**config.mk**
```make
export PLATFORM = sky130hd
export DESIGN_NAME = gain_tracker_flat
export DESIGN_NICKNAME = d
export VERILOG_FILES = /design/src/rtl/gain_tracker_if.sv /design/src/rtl/gain_tracker.sv /design/src/flat_wrapper.sv
export SDC_FILE = /design/constraint.sdc
export NUM_CORES = 1
export LEC_CHECK = 0
export CELL_PAD_IN_SITES_DETAIL_PLACEMENT = 1
export CELL_PAD_IN_SITES_GLOBAL_PLACEMENT = 2
export CORE_MARGIN = 2
export CORE_UTILIZATION = 31
export DETAILED_ROUTE_END_ITERATION = 16
export PLACE_DENSITY_LB_ADDON = 0.1
export SYNTH_ARGS = -nofsm -noshare
export SYNTH_HDL_FRONTEND = slang
export SYNTH_SLANG_ARGS = --single-unit
```
**constraint.sdc**
```tcl
create_clock -name clk_i -period 5.71 [get_ports clk_i]
set_input_delay 0.8565 -clock clk_i [delete_from_list [all_inputs] [get_ports clk_i]]
set_output_delay 0.8565 -clock clk_i [all_outputs]
set_load 0.01 [all_outputs]
```
**src/rtl/gain_tracker_if.sv**
```systemverilog
// -----------------------------------------------------------------------------
// gain_tracker_if
// Groups the sample-side inputs and gain-side outputs of gain_tracker so the
// block and its environment share one bundle.
//   sample_valid_i   : qualifies data_signed_i, one sample per high cycle
//   data_signed_i    : signed audio sample (DWIDTH bits)
//   threshold_i      : unsigned magnitude threshold (DWIDTH-1 bits)
//   bypass_i         : forces full-scale gain and clears tracking state
//   mult_o           : signed Q1.(MULT_W-1) gain word for the attenuator
//   mult_valid_o     : one-cycle pulse, mult_o updated for the previous sample
//   gain_reduction_o : high while mult_o is below full scale
// master drives the sample side, slave is the gain_tracker itself.
// -----------------------------------------------------------------------------
interface gain_tracker_if #(
    parameter int DWIDTH = 16,
    parameter int MULT_W = 9
);
    logic                     sample_valid_i;
    logic signed [DWIDTH-1:0] data_signed_i;
    logic        [DWIDTH-2:0] threshold_i;
    logic                     bypass_i;
    logic signed [MULT_W-1:0] mult_o;
    logic                     mult_valid_o;
    logic                     gain_reduction_o;

    modport master (
        output sample_valid_i,
        output data_signed_i,
        output threshold_i,
        output bypass_i,
        input  mult_o,
        input  mult_valid_o,
        input  gain_reduction_o
    );

    modport slave (
        input  sample_valid_i,
        input  data_signed_i,
        input  threshold_i,
        input  bypass_i,
        output mult_o,
        output mult_valid_o,
        output gain_reduction_o
    );
endinterface

```
**src/rtl/gain_tracker.sv**
```systemverilog
// -----------------------------------------------------------------------------
// gain_tracker
// Envelope-driven gain generator for a compressor/limiter. Each qualified
// sample's magnitude is compared with a threshold; over-threshold samples ramp
// the gain down (attack), then after the signal drops the gain is held and
// finally ramped back up to full scale (release).
//   clk_i   : system clock
//   srst_i  : synchronous reset, active-high
//   bus     : gain_tracker_if.slave carrying the sample stream, threshold,
//             bypass and the registered gain outputs
// -----------------------------------------------------------------------------
module gain_tracker #(
    parameter int DWIDTH       = 16,
    parameter int MULT_W       = 9,
    parameter int MIN_GAIN     = 32,
    parameter int ATTACK_DIV   = 4,
    parameter int RELEASE_DIV  = 256,
    parameter int HOLD_SAMPLES = 1024
) (
    input  logic           clk_i,
    input  logic           srst_i,
    gain_tracker_if.slave  bus
);

    localparam int FULL_INT = (1 << (MULT_W - 1)) - 1;
    localparam logic [MULT_W-1:0] FULL    = MULT_W'(FULL_INT);
    localparam logic [MULT_W-1:0] FULL_M1 = MULT_W'(FULL_INT - 1);
    localparam logic [MULT_W-1:0] MIN     = MULT_W'(MIN_GAIN);

    localparam int ATK_W  = (ATTACK_DIV   > 1) ? $clog2(ATTACK_DIV)   : 1;
    localparam int REL_W  = (RELEASE_DIV  > 1) ? $clog2(RELEASE_DIV)  : 1;
    localparam int HOLD_W = (HOLD_SAMPLES > 1) ? $clog2(HOLD_SAMPLES) : 1;

    localparam logic [ATK_W-1:0]  ATK_LAST  = ATK_W'(ATTACK_DIV - 1);
    localparam logic [REL_W-1:0]  REL_LAST  = REL_W'(RELEASE_DIV - 1);
    localparam logic [HOLD_W-1:0] HOLD_LAST = HOLD_W'(HOLD_SAMPLES - 1);

    typedef enum logic [1:0] {
        IDLE,
        ATTACK,
        HOLD,
        RELEASE
    } state_t;

    state_t            r_state;
    logic [MULT_W-1:0] r_gain;
    logic [ATK_W-1:0]  r_atkCnt;
    logic [HOLD_W-1:0] r_holdCnt;
    logic [REL_W-1:0]  r_relCnt;
    logic              r_multValid;
    logic              r_gainRed;

    state_t            w_stateNext;
    logic [MULT_W-1:0] w_gainNext;
    logic [ATK_W-1:0]  w_atkNext;
    logic [HOLD_W-1:0] w_holdNext;
    logic [REL_W-1:0]  w_relNext;

    logic [DWIDTH-1:0] w_negData;
    logic [DWIDTH-2:0] w_mag;
    logic              w_over;

    // Sample magnitude. The most negative code has no positive counterpart in
    // DWIDTH-1 bits, so it saturates to the largest representable magnitude.
    always_comb begin
        w_negData = -bus.data_signed_i;
        w_mag     = bus.data_signed_i[DWIDTH-2:0];
        if (bus.data_signed_i[DWIDTH-1]) begin
            if (w_negData[DWIDTH-1]) begin
                w_mag = '1;
            end else begin
                w_mag = w_negData[DWIDTH-2:0];
            end
        end
        w_over = (w_mag > bus.threshold_i);
    end

    // Next-state logic. Nothing moves unless a sample is qualified. An over
    // sample always drives the attack ramp regardless of state; otherwise the
    // current state decides how the hold and release counters advance. The
    // release step saturates at full scale so a release entered without any
    // prior decrement cannot overflow the gain.
    always_comb begin
        w_stateNext = r_state;
        w_gainNext  = r_gain;
        w_atkNext   = r_atkCnt;
        w_holdNext  = r_holdCnt;
        w_relNext   = r_relCnt;
        if (bus.sample_valid_i) begin
            if (w_over) begin
                w_stateNext = ATTACK;
                w_holdNext  = '0;
                w_relNext   = '0;
                if (r_atkCnt == ATK_LAST) begin
                    w_atkNext  = '0;
                    w_gainNext = (r_gain > MIN) ? (r_gain - MULT_W'(1)) : MIN;
                end else begin
                    w_atkNext = r_atkCnt + ATK_W'(1);
                end
            end else begin
                case (r_state)
                    ATTACK: begin
                        w_stateNext = HOLD;
                        w_holdNext  = HOLD_LAST;
                        w_atkNext   = '0;
                    end
                    HOLD: begin
                        if (r_holdCnt == '0) begin
                            w_stateNext = RELEASE;
                            w_relNext   = '0;
                        end else begin
                            w_holdNext = r_holdCnt - HOLD_W'(1);
                        end
                    end
                    RELEASE: begin
                        if (r_relCnt == REL_LAST) begin
                            w_relNext = '0;
                            if (r_gain >= FULL_M1) begin
                                w_gainNext  = FULL;
                                w_stateNext = IDLE;
                            end else begin
                                w_gainNext = r_gain + MULT_W'(1);
                            end
                        end else begin
                            w_relNext = r_relCnt + REL_W'(1);
                        end
                    end
                    default: begin
                        w_stateNext = IDLE;
                    end
                endcase
            end
        end
    end

    // State register. Reset outranks bypass, and bypass outranks tracking;
    // bypass still reports a valid pulse for a sample that arrives with it.
    always_ff @(posedge clk_i) begin
        if (srst_i) begin
            r_state     <= IDLE;
            r_gain      <= FULL;
            r_atkCnt    <= '0;
            r_holdCnt   <= '0;
            r_relCnt    <= '0;
            r_multValid <= 1'b0;
            r_gainRed   <= 1'b0;
        end else if (bus.bypass_i) begin
            r_state     <= IDLE;
            r_gain      <= FULL;
            r_atkCnt    <= '0;
            r_holdCnt   <= '0;
            r_relCnt    <= '0;
            r_multValid <= bus.sample_valid_i;
            r_gainRed   <= 1'b0;
        end else begin
            r_state     <= w_stateNext;
            r_gain      <= w_gainNext;
            r_atkCnt    <= w_atkNext;
            r_holdCnt   <= w_holdNext;
            r_relCnt    <= w_relNext;
            r_multValid <= bus.sample_valid_i;
            r_gainRed   <= (w_gainNext != FULL);
        end
    end

    assign bus.mult_o           = r_gain;
    assign bus.mult_valid_o     = r_multValid;
    assign bus.gain_reduction_o = r_gainRed;

endmodule

```
**src/flat_wrapper.sv**
```systemverilog
// flat-port wrapper written by rule: the top's interface ports become plain ports
module gain_tracker_flat 
#(
    parameter int DWIDTH       = 16,
    parameter int MULT_W       = 9,
    parameter int MIN_GAIN     = 32,
    parameter int ATTACK_DIV   = 4,
    parameter int RELEASE_DIV  = 256,
    parameter int HOLD_SAMPLES = 1024
)
  (clk_i, srst_i, bus_sample_valid_i, bus_data_signed_i, bus_threshold_i, bus_bypass_i, bus_mult_o, bus_mult_valid_o, bus_gain_reduction_o);
  gain_tracker_if #(.DWIDTH(DWIDTH), .MULT_W(MULT_W)) bus_i ();
  input  logic clk_i;
  input  logic srst_i;
  input wire logic [$bits(bus_i.sample_valid_i)-1:0] bus_sample_valid_i;
  input wire logic [$bits(bus_i.data_signed_i)-1:0] bus_data_signed_i;
  input wire logic [$bits(bus_i.threshold_i)-1:0] bus_threshold_i;
  input wire logic [$bits(bus_i.bypass_i)-1:0] bus_bypass_i;
  output wire logic [$bits(bus_i.mult_o)-1:0] bus_mult_o;
  output wire logic [$bits(bus_i.mult_valid_o)-1:0] bus_mult_valid_o;
  output wire logic [$bits(bus_i.gain_reduction_o)-1:0] bus_gain_reduction_o;
  assign bus_i.sample_valid_i = bus_sample_valid_i;
  assign bus_i.data_signed_i = bus_data_signed_i;
  assign bus_i.threshold_i = bus_threshold_i;
  assign bus_i.bypass_i = bus_bypass_i;
  assign bus_mult_o = bus_i.mult_o;
  assign bus_mult_valid_o = bus_i.mult_valid_o;
  assign bus_gain_reduction_o = bus_i.gain_reduction_o;
  gain_tracker #(.DWIDTH(DWIDTH), .MULT_W(MULT_W), .MIN_GAIN(MIN_GAIN), .ATTACK_DIV(ATTACK_DIV), .RELEASE_DIV(RELEASE_DIV), .HOLD_SAMPLES(HOLD_SAMPLES)) u_core (.clk_i(clk_i), .srst_i(srst_i), .bus(bus_i));
endmodule
```
# After elaboration in Yosys (flattened, before gate mapping)
# Cells that the tools add are included.
# W data, S select, Z words.
[op_classes] n_eq_ne=10 reduce_logical=9 add_sub_neg=6 n_mux=24 order_cmp=3
[op_table] op="$mux W9" count=7
[op_table] op="$mux W15" count=2
[op_table] op="$mux W8" count=3
[op_table] op="$mux W10" count=2
[op_table] op="$pmux W10 S2" count=1
[op_table] op="$neg A16 Y16" count=1
[op_table] op="$pmux W8 S2" count=1
[op_table] op="$gt A15 B15 Y1" count=1
[op_table] op="$mux W2" count=7
[op_table] op="$logic_not A10 Y1" count=1
[op_table] op="$sub A10 B1 Y10 const B" count=1
[op_table] op="$add A9 B1 Y9 const B" count=1
[op_table] op="$ge A9 B8 Y1 const B" count=1
[op_table] op="$gt A9 B6 Y1 const B" count=1
[op_table] op="$ne A3 B1 Y1 const B" count=3
[op_table] op="$ne A9 B8 Y1 const B" count=1
[op_table] op="$sub A9 B1 Y9 const B" count=1
[op_table] op="$add A8 B1 Y8 const B" count=1
[op_table] op="$eq A8 B8 Y1 const B" count=1
[op_table] op="$eq A2 B2 Y1 const B" count=3
[op_table] op="$pmux W2 S3" count=1
[op_table] op="$reduce_and A3 Y1" count=2
[op_table] op="$reduce_bool A3 Y1" count=2
[op_table] op="$reduce_and A4 Y1" count=1
[op_table] op="other kinds (6)" count=6
[totals] wordCells=59 out_inout_bits=11 input_bits=35 ff_bits=33

# Depth between registers and ports, before layout
# Gate-level depths: netlist (run 1).
[depth] ltp_word=7 mapped_depth=19 mapped_depth_nobuf=18

# Worst setup path before layout (run 1)
# No wires, ideal clock.
[synth_path] path_kind="input to register" from="input bus_data_signed_i[1]" to="register u_core.r_gainRed, in the netlist u_core.bus.gain_reduction_o" path_buffers=2 setup_time_ns=0.137 arrival_time_ns=4.999 required_ns=5.573 path_slack_ns=0.575 stages=18 cell_sequence="or3_1 or4_1 or3_1 nor3_1 nand3_1 clkbuf_1 nand2_1 ha_1 a21oi_1 a211oi_1 a211o_1 or2_2 a21o_1 clkbuf_1 a311oi_1 o211ai_1 nor4_1 a41oi_1"
[synth_via] elab_chain_cells=7
[synth_lines] element="from (decl)" line="flat_wrapper.sv:16" rtl="input wire logic [$bits(bus_i.data_signed_i)-1:0] bus_data_signed_i;"
[synth_lines] element="$neg A16 Y16" line="gain_tracker.sv:66" rtl="w_negData = -bus.data_signed_i;"
[synth_lines] element="$mux W15" line="gain_tracker.sv:69" rtl="if (w_negData[DWIDTH-1]) begin"
[synth_lines] element="$mux W15 *" line="gain_tracker.sv:68" rtl="if (bus.data_signed_i[DWIDTH-1]) begin"
[synth_lines] element="$gt A15 B15 Y1 *" line="gain_tracker.sv:75" rtl="w_over = (w_mag > bus.threshold_i);"
[synth_lines] element="$mux W9 *" line="gain_tracker.sv:90" rtl="if (w_over) begin"
[synth_lines] element="$mux W9 *" line="gain_tracker.sv:89" rtl="if (bus.sample_valid_i) begin"
[synth_lines] element="$ne A9 B8 Y1 *" line="gain_tracker.sv:162" rtl="r_gainRed <= (w_gainNext != FULL);"
[synth_lines] element="to (signal assigned)" line="gain_tracker.sv:162"
[synth_lines] element="to (decl)" line="gain_tracker.sv:51" rtl="logic r_gainRed;"
# Mark *: on every way between the ends. The rest lies on a longest branch, timed or not.
# A chain may end at the register's enable or synchronous reset.

# Worst setup path after layout (run 1)
# Ends and elaborated chain as after synthesis.

==> results of run 1 <==
==> sequential cells by signal, summed over array words and instances (netlist names) <==
| register | cells |
|---|---|
| u_core.bus.gain_reduction_o | 1 |
| u_core.bus.mult_o | 9 |
| u_core.r_relCnt | 8 |
| u_core.r_atkCnt | 2 |
| u_core.r_holdCnt | 10 |
| u_core.r_state | 2 |
| u_core.bus.mult_valid_o | 1 |
==> layer usage <==
metal	vias to the layer above	GRT usage	part of all wire
met5	-	0	0
met4	0	0.0379	0.0086
met3	8	0.0265	0.037
met2	59	0.313	0.47
met1	1390	0.238	0.48
li1	1517	-	-
==> worst reg2reg max path, delay by kind of cell (launching register included) <==
kind	cells	cell delay (ps)
AOI/OAI and AO/OA	3	1000
adders and majority gates	1	190
buffers and inverters	1	150
DFF	1	420
and+or+nand+nor	6	1450
==> synth_stat cells (5+ instances only) <==
cell / n / share of area
nand2_1: 45 / 0.059
nor2_1: 43 / 0.056
dfxtp_1: 33 / 0.23
inv_1: 33 / 0.043
a21oi_1: 27 / 0.047
ha_1: 24 / 0.10
o21ai_0: 20 / 0.035
nor3_1: 14 / 0.024
nand3_1: 13 / 0.023
xor2_1: 10 / 0.030
clkbuf_1: 9 / 0.012
xnor2_1: 9 / 0.027
nand2b_1: 8 / 0.017
a311oi_1: 7 / 0.021
nor4_1: 6 / 0.013
or3_1: 6 / 0.013
a211oi_1: 5 / 0.013
nand4_1: 5 / 0.011
==> final timing paths <==
check | start | endpoint | slack (ps) | depth (start not counted)
min reg2reg | u_core.r_holdCnt[3]$_SDFFE_PP0P_ | u_core.r_holdCnt[3]$_SDFFE_PP0P_ | 500 | 1
min | u_core.r_holdCnt[3]$_SDFFE_PP0P_ | u_core.r_holdCnt[3]$_SDFFE_PP0P_ | 500 | 1
max reg2reg | u_core.bus.mult_o[1]$_SDFF_PP1_ | u_core.bus.gain_reduction_o$_SDFF_PP0_ | 2370 | 11
max | bus_data_signed_i[1] | u_core.bus.gain_reduction_o$_SDFF_PP0_ | 330 | 18
==> area by class of cell <==
type / count / area (um^2) / area share
Clock inverter: 2 / 10.0 / 0.00278
Clock buffer: 6 / 72.6 / 0.0202
Tap cell: 111 / 139 / 0.0386
Inverter: 34 / 128 / 0.0355
Sequential cell: 33 / 661 / 0.184
Timing Repair Buffer: 58 / 548 / 0.152
Multi-Input combinational cell: 315 / 2040 / 0.567
==> repair_timing <==
action | 4_1_cts | 5_1_grt
setup buffers | 0 | 2
endpoints found under the setup margin | 0 | 17
resized for setup | 0 | 5
==> cells by family (layout without fill, tap and decap cells) <==
| logic type | Yosys count | in the layout | share of synthesized area |
|---|---|---|---|
| AOI/OAI and AO/OA | 100 | 100 | 0.232 |
| xor gates and xnor gates | 19 | 19 | 0.0578 |
| adders and majority gates | 24 | 24 | 0.104 |
| buffers and inverters | 48 | 100 | 0.0717 |
| DFF | 33 | 33 | 0.229 |
| muxes | 4 | 4 | 0.0148 |
| and+or+nand+nor | 168 | 168 | 0.291 |
==> metrics by stage <==
stage	utilization	setup TNS [ps]	setup WS [ps]
after global routing	0.395	0	42.5
after global placement	0.381	-1140	-154
after CTS	0.390	0	82.7
after detailed placement	0.381	-2090	-201
after floorplan	-	0	575
final	0.395	0	333
==> power breakdown <==
part	switching (W)	internal [W]	leakage (nW)
clock network	0.0000894	0.0000845	0.0450
logic	0.000101	0.0000867	1.14
registers	0.00000487	0.000235	0.267
total	0.000195	0.000406	1.45
==> flow_metrics.tcl, run 1 <==
set metrics [dict create \
    core_mm2 0.00911 \
    synthToLayoutAreaGrowth_pct 24.9 \
    cts_buffer_depth 2 \
    vias_per_cell 5.32 \
    crit_buf_inv 2 \
    finalNonFillerCells 559 \
    first_pass_iters 4 \
    path_cells "clkdlybuf4s50_1, or3_1, or4_1, or3_1, nor3_1, nand3_1, buf_4, nand2_1, ha_1, a21oi_1, a211oi_1, a211o_1, or2_2, a21o_2, a311oi_2, o211ai_1, nor4_1, a41oi_1" \
    start_util 0.316 \
    ys_seq_area_frac 0.229 \
    outcome "finished clean" \
    grt_use_total 0.181 \
    mostFrequentLayoutCells "45 x nand2_1, 45 x clkdlybuf4s50_1, 43 x nor2_1" \
    path_class "primary input to flip-flop" \
    worstMarginPinSlew_ps 870 \
    placed_cells 549 \
    fin_crit_sh 0.942 \
    ys_ff_latch 33 \
    drt_wl_total_mm 8.56 \
    insertion_delay_ps 290 \
    crit_fanout 12 \
    die_w_um 100 \
    max_freq_mhz 186 \
    hpwlAfterDp_mm 6.80 \
    gr-total-overflow 0 \
    start_kind "primary input" \
    drc 0 \
    slew_headroom 0.418 \
    yosysWarnings 0 \
    drt_iter0_drc 81 \
    fp.dieArea_mm2 0.0101 \
    drv_slew 0 \
    maxCapViolCount 0 \
    syn_nets 455 \
    num_rows 35 \
    wl_per_cell_um 15.3 \
    fillers 1144 \
    path_clk_slew_ps 70 \
    hold_viol 0 \
    finalPower_w 0.000602 \
    slowest_stage "or4_1" \
    ys_async_sr_fraction 0 \
    ant_nets 0 \
    cts-root-buf "clkbuf_8" \
    die_y_um 100 \
    cts_made_buffers 5 \
    layout-drive-gt1-share 0.0871 \
    synth_cells 396 \
    htreeDepth 2 \
    synthesis.area_mm2 0.00288 \
    nets 506 \
    setup_viol 0 \
    cts_tree "done" \
    diodes 0 \
    grt_first_pass_wirelength_mm 14.7 \
    placed_cell_area_mm2 0.00347 \
    arrival_ps 5540 \
    holdWs_ps 500 \
    worstSetupEndpointType "flip-flop" \
    total_leakage_power_nw 1.45 \
    grt_max_degree 23 \
    skew_ps 9.98 \
    cts_hold_buf 0 \
    synth_area_per_cell_um2 7.27 \
    dr_total_vias 2974 \
    rsz0062_at_grt "false" \
    crit_family "simple AND/OR/NAND/NOR gates" \
    fin_area_mm2 0.00360 \
    hp-class "flip-flop to flip-flop" \
    power_density_mw_per_mm2 167 \
    slowest_delay_ps 450 \
    ir_drop_v 0.0000791 \
    cts.sinks 33 \
    period_needed_ps 5380 \
    port-buffer-count 45 \
    antenna_found_initial 0 \
    ys.flop_type "dfxtp_1" \
    grt_pass1_vias 3066 \
    synth_edf_count 0 \
    routabilityCongestion 0.807 \
    design.portCount 46 \
    required_ps 5870 \
    synth_cell_types 58 \
    critPathMostFrequentCell "or3_1" \
]
Note: power is estimated with default switching activity, not from simulation.
==> inputs of run 2 (changes only) <==
SKIP_CTS_REPAIR_TIMING = 1   (was not set)
SKIP_LAST_GASP = 1   (was not set)
==> results of run 2 <==
Same layout as run 1: the final DEF is identical, and so are final timing and power.
==> inputs of run 3 (changes only) <==
CTS_CLUSTER_DIAMETER = 30   (was not set)
SKIP_CTS_REPAIR_TIMING = not set   (was 1)
==> results of run 3 <==
Same layout as run 1: the final DEF is identical, and so are final timing and power.
